File: src/rtl/pulse_pkg.sv
// Shared state encoding and default sizing for the pulse sequencer.
package pulse_pkg;

  localparam int CW_DEF    = 32;
  localparam int GUARD_DEF = 8;

  typedef enum logic [2:0] {IDLE, P1, D1, P2, TAIL} state_e;

endpackage

File: src/rtl/pulse_timer.sv
// Loadable down-counter; done_o is high while the count sits at zero.
// Load takes priority over decrement, and the count holds once it reaches zero.
module pulse_timer
  import pulse_pkg::*;
#(
  parameter int CW = CW_DEF
) (
  input  logic          clk,
  input  logic          rst_n,
  input  logic          load_i,
  input  logic [CW-1:0] load_val_i,
  input  logic          en_i,
  output logic          done_o
);

  logic [CW-1:0] cnt_q, cnt_d;

  always_comb begin
    cnt_d = cnt_q;
    if (load_i) begin
      cnt_d = load_val_i;
    end else if (en_i && (cnt_q != '0)) begin
      cnt_d = cnt_q - CW'(1);
    end
  end

  always_ff @(posedge clk) begin
    if (!rst_n) begin
      cnt_q <= '0;
    end else begin
      cnt_q <= cnt_d;
    end
  end

  assign done_o = (cnt_q == '0);

endmodule

File: src/rtl/pulse_seq.sv
// Repeating two-pulse sequencer (P1, gap, P2, tail) with receiver blanking; outputs are registered,
// first pulse one cycle after run; config is only taken in IDLE or on the last tail cycle.
module pulse_seq
  import pulse_pkg::*;
#(
  parameter int CW    = CW_DEF,
  parameter int GUARD = GUARD_DEF
) (
  input  logic          clk,
  input  logic          rst_n,
  input  logic          cfg_valid,
  output logic          cfg_ready,
  input  logic [CW-1:0] cfg_p1,
  input  logic [CW-1:0] cfg_dly,
  input  logic [CW-1:0] cfg_p2,
  input  logic [CW-1:0] cfg_per,
  input  logic          run,
  output logic          pulse_out,
  output logic          blank_out,
  output logic          sync_out,
  output logic          busy,
  output logic          cfg_err
);

  state_e        state_q, state_d;
  logic [CW-1:0] sh_p1_q, sh_dly_q, sh_p2_q, sh_per_q;
  logic          sh_vld_q;
  logic [CW-1:0] act_dly_q, act_p2_q;
  logic [CW-1:0] guard_q, guard_d;
  logic          pulse_q, blank_q, sync_q, busy_q, err_q, rdy_en_q;

  logic [CW+1:0] span;
  logic          cfg_ok, accept, acc_ok, start, pulse_d;
  logic [CW-1:0] eff_p1, eff_dly, eff_p2, eff_per;
  logic          seg_ld, seg_en, seg_done, per_en, per_done;
  logic [CW-1:0] seg_val;

  // The segment timer paces P1/D1/P2; the period timer runs from each P1 rise.
  pulse_timer #(.CW(CW)) u_seg (
    .clk       (clk),
    .rst_n     (rst_n),
    .load_i    (seg_ld),
    .load_val_i(seg_val),
    .en_i      (seg_en),
    .done_o    (seg_done)
  );

  pulse_timer #(.CW(CW)) u_per (
    .clk       (clk),
    .rst_n     (rst_n),
    .load_i    (start),
    .load_val_i(eff_per - CW'(1)),
    .en_i      (per_en),
    .done_o    (per_done)
  );

  assign cfg_ready = rdy_en_q && ((state_q == IDLE) || ((state_q == TAIL) && per_done));

  always_comb begin
    span    = {2'b00, cfg_p1} + {2'b00, cfg_dly} + {2'b00, cfg_p2};
    cfg_ok  = (cfg_p1 != '0) && (cfg_dly != '0) && (cfg_p2 != '0) && (span < {2'b00, cfg_per});
    accept  = cfg_valid && cfg_ready;
    acc_ok  = accept && cfg_ok;
    // A config accepted on the wrap cycle already governs the period that starts next.
    eff_p1  = acc_ok ? cfg_p1  : sh_p1_q;
    eff_dly = acc_ok ? cfg_dly : sh_dly_q;
    eff_p2  = acc_ok ? cfg_p2  : sh_p2_q;
    eff_per = acc_ok ? cfg_per : sh_per_q;

    state_d = state_q;
    start   = 1'b0;
    seg_ld  = 1'b0;
    seg_val = '0;
    case (state_q)
      IDLE: start = run && (sh_vld_q || acc_ok);
      P1: if (seg_done) begin
        state_d = D1;
        seg_ld  = 1'b1;
        seg_val = act_dly_q - CW'(1);
      end
      D1: if (seg_done) begin
        state_d = P2;
        seg_ld  = 1'b1;
        seg_val = act_p2_q - CW'(1);
      end
      P2: if (seg_done) state_d = TAIL;
      TAIL: if (per_done) begin
        state_d = IDLE;
        start   = run;
      end
      default: state_d = IDLE;
    endcase
    if (start) begin
      state_d = P1;
      seg_ld  = 1'b1;
      seg_val = eff_p1 - CW'(1);
    end

    seg_en  = (state_q == P1) || (state_q == D1) || (state_q == P2);
    per_en  = (state_q != IDLE);
    pulse_d = (state_d == P1) || (state_d == P2);

    if (pulse_d) begin
      guard_d = '0;
    end else if (pulse_q) begin
      guard_d = CW'(GUARD);
    end else if (guard_q != '0) begin
      guard_d = guard_q - CW'(1);
    end else begin
      guard_d = guard_q;
    end
  end

  always_ff @(posedge clk) begin
    if (!rst_n) begin
      state_q   <= IDLE;
      sh_p1_q   <= '0;
      sh_dly_q  <= '0;
      sh_p2_q   <= '0;
      sh_per_q  <= '0;
      sh_vld_q  <= 1'b0;
      act_dly_q <= '0;
      act_p2_q  <= '0;
      guard_q   <= '0;
      pulse_q   <= 1'b0;
      blank_q   <= 1'b0;
      sync_q    <= 1'b0;
      busy_q    <= 1'b0;
      err_q     <= 1'b0;
      rdy_en_q  <= 1'b0;
    end else begin
      state_q  <= state_d;
      rdy_en_q <= 1'b1;
      guard_q  <= guard_d;
      pulse_q  <= pulse_d;
      blank_q  <= pulse_d || (guard_d != '0);
      sync_q   <= start;
      busy_q   <= (state_d != IDLE);
      err_q    <= accept && !cfg_ok;
      if (acc_ok) begin
        sh_p1_q  <= cfg_p1;
        sh_dly_q <= cfg_dly;
        sh_p2_q  <= cfg_p2;
        sh_per_q <= cfg_per;
        sh_vld_q <= 1'b1;
      end
      if (start) begin
        act_dly_q <= eff_dly;
        act_p2_q  <= eff_p2;
      end
    end
  end

  assign pulse_out = pulse_q;
  assign blank_out = blank_q;
  assign sync_out  = sync_q;
  assign busy      = busy_q;
  assign cfg_err   = err_q;

endmodule

File: config.mk
export PLATFORM = sky130hd
export DESIGN_NAME = pulse_seq
export DESIGN_NICKNAME = d
export VERILOG_FILES = /design/src/rtl/pulse_pkg.sv /design/src/rtl/pulse_timer.sv /design/src/rtl/pulse_seq.sv
export SDC_FILE = /design/constraint.sdc
export NUM_CORES = 1
export LEC_CHECK = 0
export ABC_AREA = 1
export BUFFER_PORTS_ARGS = -buffer_cell sky130_fd_sc_hd__buf_2
export CELL_PAD_IN_SITES_DETAIL_PLACEMENT = 2
export CELL_PAD_IN_SITES_GLOBAL_PLACEMENT = 2
export CORE_MARGIN = 1
export CORE_UTILIZATION = 25
export DETAILED_ROUTE_END_ITERATION = 8
export HOLD_SLACK_MARGIN = 0.15
export PLACE_DENSITY_LB_ADDON = 0.15
export SLEW_MARGIN = 20
export SYNTH_ARGS = -nofsm -noshare
export SYNTH_HDL_FRONTEND = slang
export SYNTH_SLANG_ARGS = --single-unit
File: constraint.sdc
create_clock -name clk -period 6.3 [get_ports clk]
set_input_delay 0 -clock clk [delete_from_list [all_inputs] [get_ports clk]]
set_output_delay 0 -clock clk [all_outputs]
set_load 0.02 [all_outputs]
==> flow_summary_export.csv, run 1 <==
group,metric,value,unit
routing,dr.pass1.iters,6,
global_route,antenna_found_initial,8,
placement,port_buffers,137,
final_layout,area_growth,23.1,%
hold_path,hp-class,"input pin to flop",
yosys,synthTopCellsByArea,"dfxtp_1, nand2_1, nor2_1",
outcome,outcome,"completed",
routing,first_iter_violations,874,
critical_path,path_buf_inv,5,
global_route,grt_overflow,0,
flow_run,drv_cap,0,
die,rows,104,
die,die_h,287,um
routing,wirelength,100000,um
yosys,synth_area,20400,um^2
timing,finalMaxSlewViolations,0,
clock_network,clk_latency,0.58,ns
clock_network,numCtsBuffers,41,
yosys,ys_types,60,
clock_network,cts_root_buffer,"clkbuf_16",
pwr,p_per_area,444,nW/um^2
final_layout,layout.nets,3581,
yosys,muxShareOfSynthArea,3.10,%
critical_path,reg2reg_slack,1.59,ns
yosys,syn_avg_cell_area,6.61,um^2
yosys,synth_top_cell_by_area,"dfxtp_1",
die,boundaryPins,138,
critical_path,start_kind,"input pin",
critical_path,cp_max_fo,59,
yosys,synth-compound-area-share,12.0,%
timing,fin_crit_sh,93.9,%
timing,rsz0062_at_grt,"false",
yosys,yosys.area_share.simple,33.1,%
routing,drtAntennaViolNets,0,
critical_path,crit_family,"simple AND/OR/NAND/NOR gates",
routing,drc,0,
timing,maxSlewHeadroom,29.4,%
yosys,yosys.area.top_type_share,29.3,%
placement,routabilityCongestion,0.914,
pwr,leakagePower,12.6,nW
yosys,synthArstFlopShare,0,%
placement,dp_hpwl,78200,um
timing,setup_tns,0,ns
timing,whs,0.204,ns
yosys,synthAdderAreaFrac,7.48,%
timing,final.setup_skew,0.0358,ns
clock_network,clk_pin_slew,0.05,ns
clock_network,clkSinkCount,298,
timing,fmax,0.169,GHz
die,initial_core_util,25.3,%
timing,setup_viol,0,
critical_path,cp.required,6.74,ns
routing,wl_per_cell,22.6,um
critical_path,crit_arrival,6.36,ns
timing,worstMarginPinSlew,1.06,ns
yosys,synth_seq_cells,298,
yosys,synth_cells,3084,
critical_path,critPathKind,"input pin to flop",
global_route,grt_first_pass_wirelength,150000,um
yosys,synth_top_family_by_area,"simple AND/OR/NAND/NOR gates",
final_layout,drive_gt1_share,10.8,%
die,dieArea,82600,um^2
critical_path,crit_path_frequent_cell,"nand2_1",
critical_path,critPathSlowestCell,"dlygate4sd3_1",
global_route,grt_use_total,24.2,%
pwr,ir_drop,254,uV
critical_path,cpPeakStageDelay,0.53,ns
critical_path,cp-end-kind,"flop",
global_route,first_global_vias,23729,
routing,via_per_inst,4.91,
yosys,synth_warnings,0,
yosys,synth-edff-count,0,
global_route,grt_max_degree,156,
clock_network,cts-htree-levels,2,
yosys,synth_flop_cell,"dfxtp_1",
yosys,ys_seq_area_share,29.3,%
clock_network,clk_path_buf_depth,3,
yosys,syn_nets,3318,
yosys,synthXorXnorAreaFrac,5.07,%
routing,vias,21818,
die,die_x,287,um
timing,min_period,5.92,ns
clock_network,cts_tree,"done",
die,coreArea,80500,um^2
timing,final-hold-violation-count,0,
metrics by stage:
step                std cells  setup WS [ns]  area [um^2]  power (mW)  util (%)
floorplan                3084           1.14        20400        6.66         -
CTS                      4431          0.174        25000        11.2      31.0
detailed placement       4230         -0.292        22300        8.69      27.7
global route             4438         0.0170        25100        12.1      31.1
global placement         4230         -0.169        22300        8.51      27.7
finish                   4442          0.382        25100        11.1      31.1
worst paths after layout:
kind / from / cells past startpoint / end
hold / removal: cfg_p1[7] / 6 / u_seg.cnt_q[7]
setup / recovery: cfg_p1[17] / 35 / u_seg.cnt_q[15]
setup reg to reg: u_seg.cnt_q[0] / 24 / u_seg.cnt_q[29]
hold reg to reg: u_per.cnt_q[8] / 2 / u_per.cnt_q[8]
power by group:
part	internal [mW]	switching, mW
sequential	2.19	0.260
combinational	2.03	4.27
clock	1.42	0.965
total	5.64	5.50
metal layers:
| metal | up-vias | GRT usage (%) | part of all wire (%) |
|---|---|---|---|
| met2 | 347 | 40.8 | 47 |
| met4 | 4 | 8.60 | 3.5 |
| met5 | - | 0 | 0.029 |
| li1 | 10507 | - | - |
| met3 | 137 | 3.47 | 3.8 |
| met1 | 10823 | 31.3 | 46 |
cells by family (layout without fill, tap and decap cells):
logic type | Yosys count | count (layout)
and+or+nand+nor | 1585 | 1585
adders and majority gates | 102 | 102
other | 0 | 6
DFF | 298 | 298
muxes | 63 | 63
AOI/OAI and AO/OA | 408 | 408
xor gates and xnor gates | 118 | 118
buffers and inverters | 510 | 802
synth_stat cells, types with 2 or more instances:
| cell | n |
|---|---|
| o221ai_1 | 2 |
| buf_2 | 23 |
| nand3_4 | 2 |
| buf_1 | 6 |
| nand3_1 | 165 |
| inv_1 | 388 |
| nor2_4 | 6 |
| nand2_1 | 665 |
| nor2_2 | 25 |
| a21oi_1 | 118 |
| o21ai_0 | 128 |
| inv_2 | 11 |
| xor2_1 | 71 |
| o21bai_1 | 15 |
| nor2_1 | 529 |
| or2_2 | 7 |
| o2111ai_1 | 5 |
| nand4_1 | 81 |
| nand2_2 | 11 |
| a31oi_1 | 12 |
| o21ai_1 | 15 |
| nand3b_1 | 11 |
| o31ai_1 | 8 |
| nor3_1 | 48 |
| clkinv_1 | 5 |
| mux2i_1 | 63 |
| clkbuf_1 | 66 |
| o211ai_1 | 13 |
| a221oi_1 | 2 |
| a211oi_1 | 31 |
| a21o_1 | 6 |
| o21ai_2 | 26 |
| ha_1 | 69 |
| a31o_2 | 2 |
| o22ai_1 | 10 |
| xnor2_1 | 47 |
| nor4_1 | 20 |
| dfxtp_1 | 298 |
| nor3_2 | 2 |
| o32ai_1 | 7 |
| fa_1 | 33 |
| and3_1 | 3 |
| nor3b_1 | 3 |
| buf_6 | 10 |
flip-flops by register name, indices dropped and copies added (netlist names), 3 cells and up:
signal	cells
act_dly_q	32
u_per.cnt_q	32
sh_p2_q	32
state_q	3
sh_dly_q	32
sh_p1_q	32
u_seg.cnt_q	32
sh_per_q	32
act_p2_q	32
guard_q	32
area by class of cell:
class / instances / area (um^2)
clock buffer: 55 / 1130
timing repair buffer: 326 / 2470
inverter: 404 / 1520
fill: 9683 / 55500
sequential: 298 / 5970
tap: 1060 / 1330
clock inverter: 17 / 210
multi-input combinational: 2276 / 12400
antenna: 6 / 15.0
cells in the final DEF, fill, tap and decap left out, drive strengths merged, types with 71 or more instances in the layout:
| cell | netlist | routed |
|---|---|---|
| buf | 40 | 197 |
| nand3 | 168 | 168 |
| inv | 399 | 402 |
| nand2 | 677 | 677 |
| nand4 | 81 | 81 |
| dlygate4sd3 | 0 | 129 |
| dfxtp | 298 | 298 |
| xor2 | 71 | 71 |
| nor2 | 560 | 560 |
| a21oi | 119 | 119 |
| o21ai | 169 | 169 |
tightest hold or removal path: stages:
cell and delay [ns]:
buf_2 0.19, nand2_1 0.10, nand2_1 0.10, nor2_1 0.12, o21ai_0 0.09, a21oi_1 0.11
timing repair:
item | CTS | global route
endpoints found under the hold margin | 223 | 0
setup buffers | 0 | 5
resized for setup | 0 | 13
hold buffers | 129 | 0
endpoints found under the setup margin | 0 | 25
(Power assumes the default switching activity.)
==> run 2, diff against run 1 <==
Settings changed: CTS_BUF_LIST set to sky130_fd_sc_hd__clkbuf_4 sky130_fd_sc_hd__clkbuf_8, SKIP_LAST_GASP set to 1.
==> run 2 against run 1 <==
Effect of this change:
- first-iteration DRC count is 4.0% lower
- clock skew is 0.036 ns higher
- sequential power hardly changed
- cell count is 1.6% higher
==> flow_summary_export.csv, run 2 (synthesis gave the netlist of run 1 again) <==
group,metric,value,unit
die,rows,104,
final_layout,mostFrequentLayoutCells,"nand2_1, nor2_1, inv_1",
die,boundaryPins,138,
timing,final.setup_skew,0.0717,ns
global_route,first_global_vias,23951,
final_layout,fillCellCount,9631,
critical_path,cp_max_fo,5,
critical_path,cp-end-kind,"flop",
clock_network,clk_path_buf_depth,3,
hold_path,hp-class,"input pin to flop",
critical_path,critPathSlowestCell,"dlygate4sd3_1",
critical_path,startpoint,"cfg_p2[6]",
final_layout,finish.instance_area,25700,um^2
clock_network,clk_latency,0.72,ns
final_layout,final_util,31.9,%
placement,port_buffers,137,
placement,placed_area,22300,um^2
critical_path,r2r_end,"u_seg.cnt_q[29]",
die,die_h,287,um
clock_network,numCtsBuffers,60,
critical_path,cp-endpoint,"u_per.cnt_q[22]",
timing,fin_crit_sh,94.9,%
flow_run,drv_cap,0,
routing,wl_per_cell,22.5,um
clock_network,cts_tree,"done",
timing,setup_viol,0,
placement,dp_hpwl,78200,um
pwr,total_power,11.3,mW
global_route,grt_first_pass_wirelength,152000,um
global_route,antenna_found_initial,6,
critical_path,start_kind,"input pin",
final_layout,drive_gt1_share,13.2,%
timing,maxSlewHeadroom,31.0,%
final_layout,layout.nets,3636,
routing,first_iter_violations,839,
routing,drc,0,
critical_path,r2r_cells,24,
clock_network,clkSinkCount,298,
timing,fmax,0.167,GHz
critical_path,cp.required,6.91,ns
placement,routabilityCongestion,0.914,
pwr,ir_drop,176,uV
routing,vias,22134,
die,coreArea,80500,um^2
critical_path,cpPeakStageDelay,0.53,ns
critical_path,critPathKind,"input pin to flop",
die,dieArea,82600,um^2
timing,finalMaxSlewViolations,0,
routing,drtAntennaViolNets,0,
routing,dr.pass1.iters,5,
pwr,p_per_area,440,nW/um^2
clock_network,clk_pin_slew,0.07,ns
die,die_x,287,um
critical_path,crit_path_frequent_cell,"nand2_1",
critical_path,reg2reg_slack,1.66,ns
final_layout,area_growth,26.2,%
routing,wirelength,101000,um
placement,pre_cts_slack,-0.292,ns
global_route,grt_max_degree,156,
timing,setup_tns,0,ns
timing,min_period,5.98,ns
critical_path,crit_arrival,6.59,ns
global_route,grt_use_total,24.3,%
die,initial_core_util,25.3,%
timing,worstMarginPinSlew,1.04,ns
timing,final-hold-violation-count,0,
final_layout,layout_commonest_cell,"nand2_1",
routing,via_per_inst,4.91,
clock_network,cts-htree-levels,2,
pwr,leakagePower,12.8,nW
timing,setup_slack,0.321,ns
outcome,outcome,"completed",
critical_path,worstReg2RegStart,"u_seg.cnt_q[0]",
timing,rsz0062_at_grt,"true",
global_route,grt_overflow,0,
clock_network,cts_root_buffer,"clkbuf_8",
[run 2: power breakdown]
part	total [mW]	leakage (nW)	internal, mW	switching, mW
logic	6.52	9.68	2.16	4.36
registers	2.45	2.42	2.19	0.259
clock network	2.34	0.727	1.35	0.992
[run 2: worst min-delay path by stage]
stage                     start           end  cells after the start
floorplan                 rst_n      rdy_en_q                      0
global placement     cfg_p2[16]   sh_p2_q[16]                      3
detailed placement   cfg_per[5]   sh_per_q[5]                      3
CTS                 cfg_dly[23]  sh_dly_q[23]                      4
global route              rst_n      rdy_en_q                      2
finish                    rst_n      rdy_en_q                      2
[run 2: cell type report]
type	instances	area, um^2	share of cell area, %
Multi-Input combinational cell	2278	12700	49.2
Inverter	404	1530	5.94
Sequential cell	298	5970	23.2
Antenna cell	4	10.0	0.0389
Tap cell	1060	1330	5.16
Clock buffer	97	1220	4.75
Timing Repair Buffer	360	2850	11.1
Clock inverter	10	151	0.589
[run 2: per-layer routing]
metal | GRT usage, % | wire length [um] | vias up
met5 | 0 | 27 | -
met4 | 6.26 | 2860 | 4
met3 | 2.92 | 3090 | 137
met2 | 41.9 | 48500 | 327
met1 | 31.8 | 47000 | 11046
li1 | - | - | 10620
[run 2: per-stage QoR]
stage,hold slack (ns),cells
6_report,0.227,4511
5_1_grt,0.213,4511
4_1_cts,0.151,4492
3_5_place_dp,0.341,4230
3_3_place_gp,0.327,4230
2_1_floorplan,0.0277,3084
[run 2: what timing repair did]
action,CTS,global route
hold buffers,155,0
endpoints found under the hold margin,244,0
resized for setup,0,68
setup endpoints to repair,0,55
setup buffers,0,12
[run 2: critical path, delay by kind of cell]
family | cells | cell delay, ns
compound gates | 8 | 1.20
buf+inv | 11 | 1.73
simple gates | 22 | 2.21
fa+ha+maj | 4 | 1.26
xor+xnor | 1 | 0.15
==> run 3, diff against run 2 <==
Settings changed: BUFFER_PORTS_ARGS -buffer_cell sky130_fd_sc_hd__buf_2 to -buffer_cell sky130_fd_sc_hd__buf_4.
==> run 3 against run 2 <==
Effect of this change:
- count of clock-buffer cells in the layout is the same
- cell count decreased by 0.27%
- wire length rose by 0.93%
- sequential share of layout area fell by 0.059 points
- register-to-register slack worse by 0.10 ns
- sequential cell count unchanged
- worst hold slack worse by 0.015 ns
- critical path depth shrank 11
- critical path type unchanged
==> flow_summary_export.csv, run 3 (synthesis gave the netlist of run 1 again) <==
group,metric,value,unit
clock_network,numCtsBuffers,60,
timing,rsz0062_at_grt,"true",
global_route,grt_use_total,24.5,%
critical_path,crit_path_frequent_cell,"nand2_1",
critical_path,cp.required,6.92,ns
clock_network,clk_pin_slew,0.06,ns
global_route,grt_first_pass_wirelength,153000,um
placement,pre_cts_slack,-0.391,ns
die,boundaryPins,138,
critical_path,worstReg2RegStart,"u_seg.cnt_q[0]",
global_route,grt_max_degree,159,
final_layout,finish.instance_area,25800,um^2
routing,first_iter_violations,888,
global_route,antenna_found_initial,10,
critical_path,cpPeakStageDelay,0.54,ns
flow_run,drv_cap,0,
clock_network,cts_tree,"done",
final_layout,area_growth,26.6,%
pwr,ir_drop,174,uV
pwr,leakagePower,12.9,nW
die,initial_core_util,25.3,%
critical_path,cp-endpoint,"u_seg.cnt_q[18]",
outcome,outcome,"completed",
routing,drtAntennaViolNets,0,
pwr,total_power,11.2,mW
global_route,first_global_vias,24320,
hold_path,hp-class,"input pin to flop",
critical_path,cp-end-kind,"flop",
placement,port_buffers,137,
timing,fmax,0.167,GHz
final_layout,drive_gt1_share,12.3,%
critical_path,reg2reg_slack,1.56,ns
placement,routabilityCongestion,0.935,
routing,wirelength,102000,um
final_layout,fillCellCount,9561,
timing,worstMarginPinSlew,0.905,ns
clock_network,cts-htree-levels,2,
final_layout,layout.nets,3622,
timing,maxSlewHeadroom,39.7,%
timing,final.setup_skew,0.0710,ns
die,coreArea,80500,um^2
critical_path,critPathSlowestCell,"dlygate4sd3_1",
routing,via_per_inst,4.94,
final_layout,mostFrequentLayoutCells,"nand2_1, nor2_1, inv_1",
routing,wl_met3,4030,um
timing,setup_viol,0,
critical_path,crit_arrival,6.60,ns
final_layout,fin_cells,4499,
placement,dp_hpwl,77800,um
die,die_x,287,um
timing,whs,0.212,ns
final_layout,final_util,32.0,%
timing,fin_crit_sh,95.0,%
routing,wl_per_cell,22.8,um
critical_path,startpoint,"cfg_dly[16]",
clock_network,cts_root_buffer,"clkbuf_8",
routing,wl_met2,48100,um
die,dieArea,82600,um^2
critical_path,r2r_end,"u_seg.cnt_q[29]",
pwr,p_per_area,435,nW/um^2
timing,finalMaxSlewViolations,0,
clock_network,clk_latency,0.72,ns
timing,final-hold-violation-count,0,
timing,min_period,5.99,ns
routing,dr.pass1.iters,4,
placement,placed_cells,4221,
routing,drc,0,
critical_path,critPathKind,"input pin to flop",
clock_network,clkSinkCount,298,
timing,setup_tns,0,ns
global_route,grt_overflow,0,
routing,vias,22235,
clock_network,clk_path_buf_depth,3,
critical_path,start_kind,"input pin",
final_layout,layout_commonest_cell,"nand2_1",
die,rows,104,
timing,setup_slack,0.314,ns
critical_path,r2r_cells,24,
routing,wl_met1,46300,um
placement,placed_area,22600,um^2
die,die_h,287,um
critical_path,cp_max_fo,44,
routing,top_layer_used,"met5",
## run 3: final cells by class
cell class	count	area, um^2	share of cell area [%]
clock inverter	9	95.1	0.369
clock buffer	97	1220	4.74
multi-input combinational	2276	12600	48.7
inverter	404	1520	5.91
antenna	7	17.5	0.0679
tap	1060	1330	5.14
sequential	298	5970	23.1
timing repair buffer	348	3080	12.0
## run 3: worst min path at each step
stage                              end         from  cells past startpoint  slack (ns)
after floorplan               rdy_en_q        rst_n                      0        0.03
after global placement     sh_per_q[5]   cfg_per[5]                      3        0.30
after detailed placement   sh_per_q[5]   cfg_per[5]                      3        0.31
after CTS                  sh_p2_q[21]   cfg_p2[21]                      4        0.15
after global routing      sh_dly_q[23]  cfg_dly[23]                      4        0.21
final                      sh_p2_q[15]   cfg_p2[15]                      4        0.21
## run 3: report_power, final
| group | internal [mW] | switching (mW) | total (mW) | leakage [nW] |
|---|---|---|---|---|
| combinational | 2.14 | 4.38 | 6.51 | 9.74 |
| clock | 1.26 | 0.977 | 2.24 | 0.699 |
| sequential | 2.19 | 0.263 | 2.45 | 2.42 |
## run 3: critical path, delay by kind of cell
| family | cells | cell delay (ns) |
|---|---|---|
| simple gates | 15 | 2.01 |
| buf+inv | 8 | 1.85 |
| compound gates | 7 | 1.22 |
| fa+ha+maj | 3 | 1.15 |
| xor+xnor | 2 | 0.31 |
## run 3: timing repair
action | in CTS | in global routing
setup endpoints to repair | 0 | 62
hold buffers | 151 | 0
setup buffers | 0 | 14
hold endpoints to repair | 243 | 0
gates resized for setup | 0 | 48
## run 3: layer usage
metal,vias to the layer above,GRT usage [%]
li1,10600,-
met4,6,9.49
met5,-,0
met2,395,41.1
met3,178,3.99
met1,11056,31.3
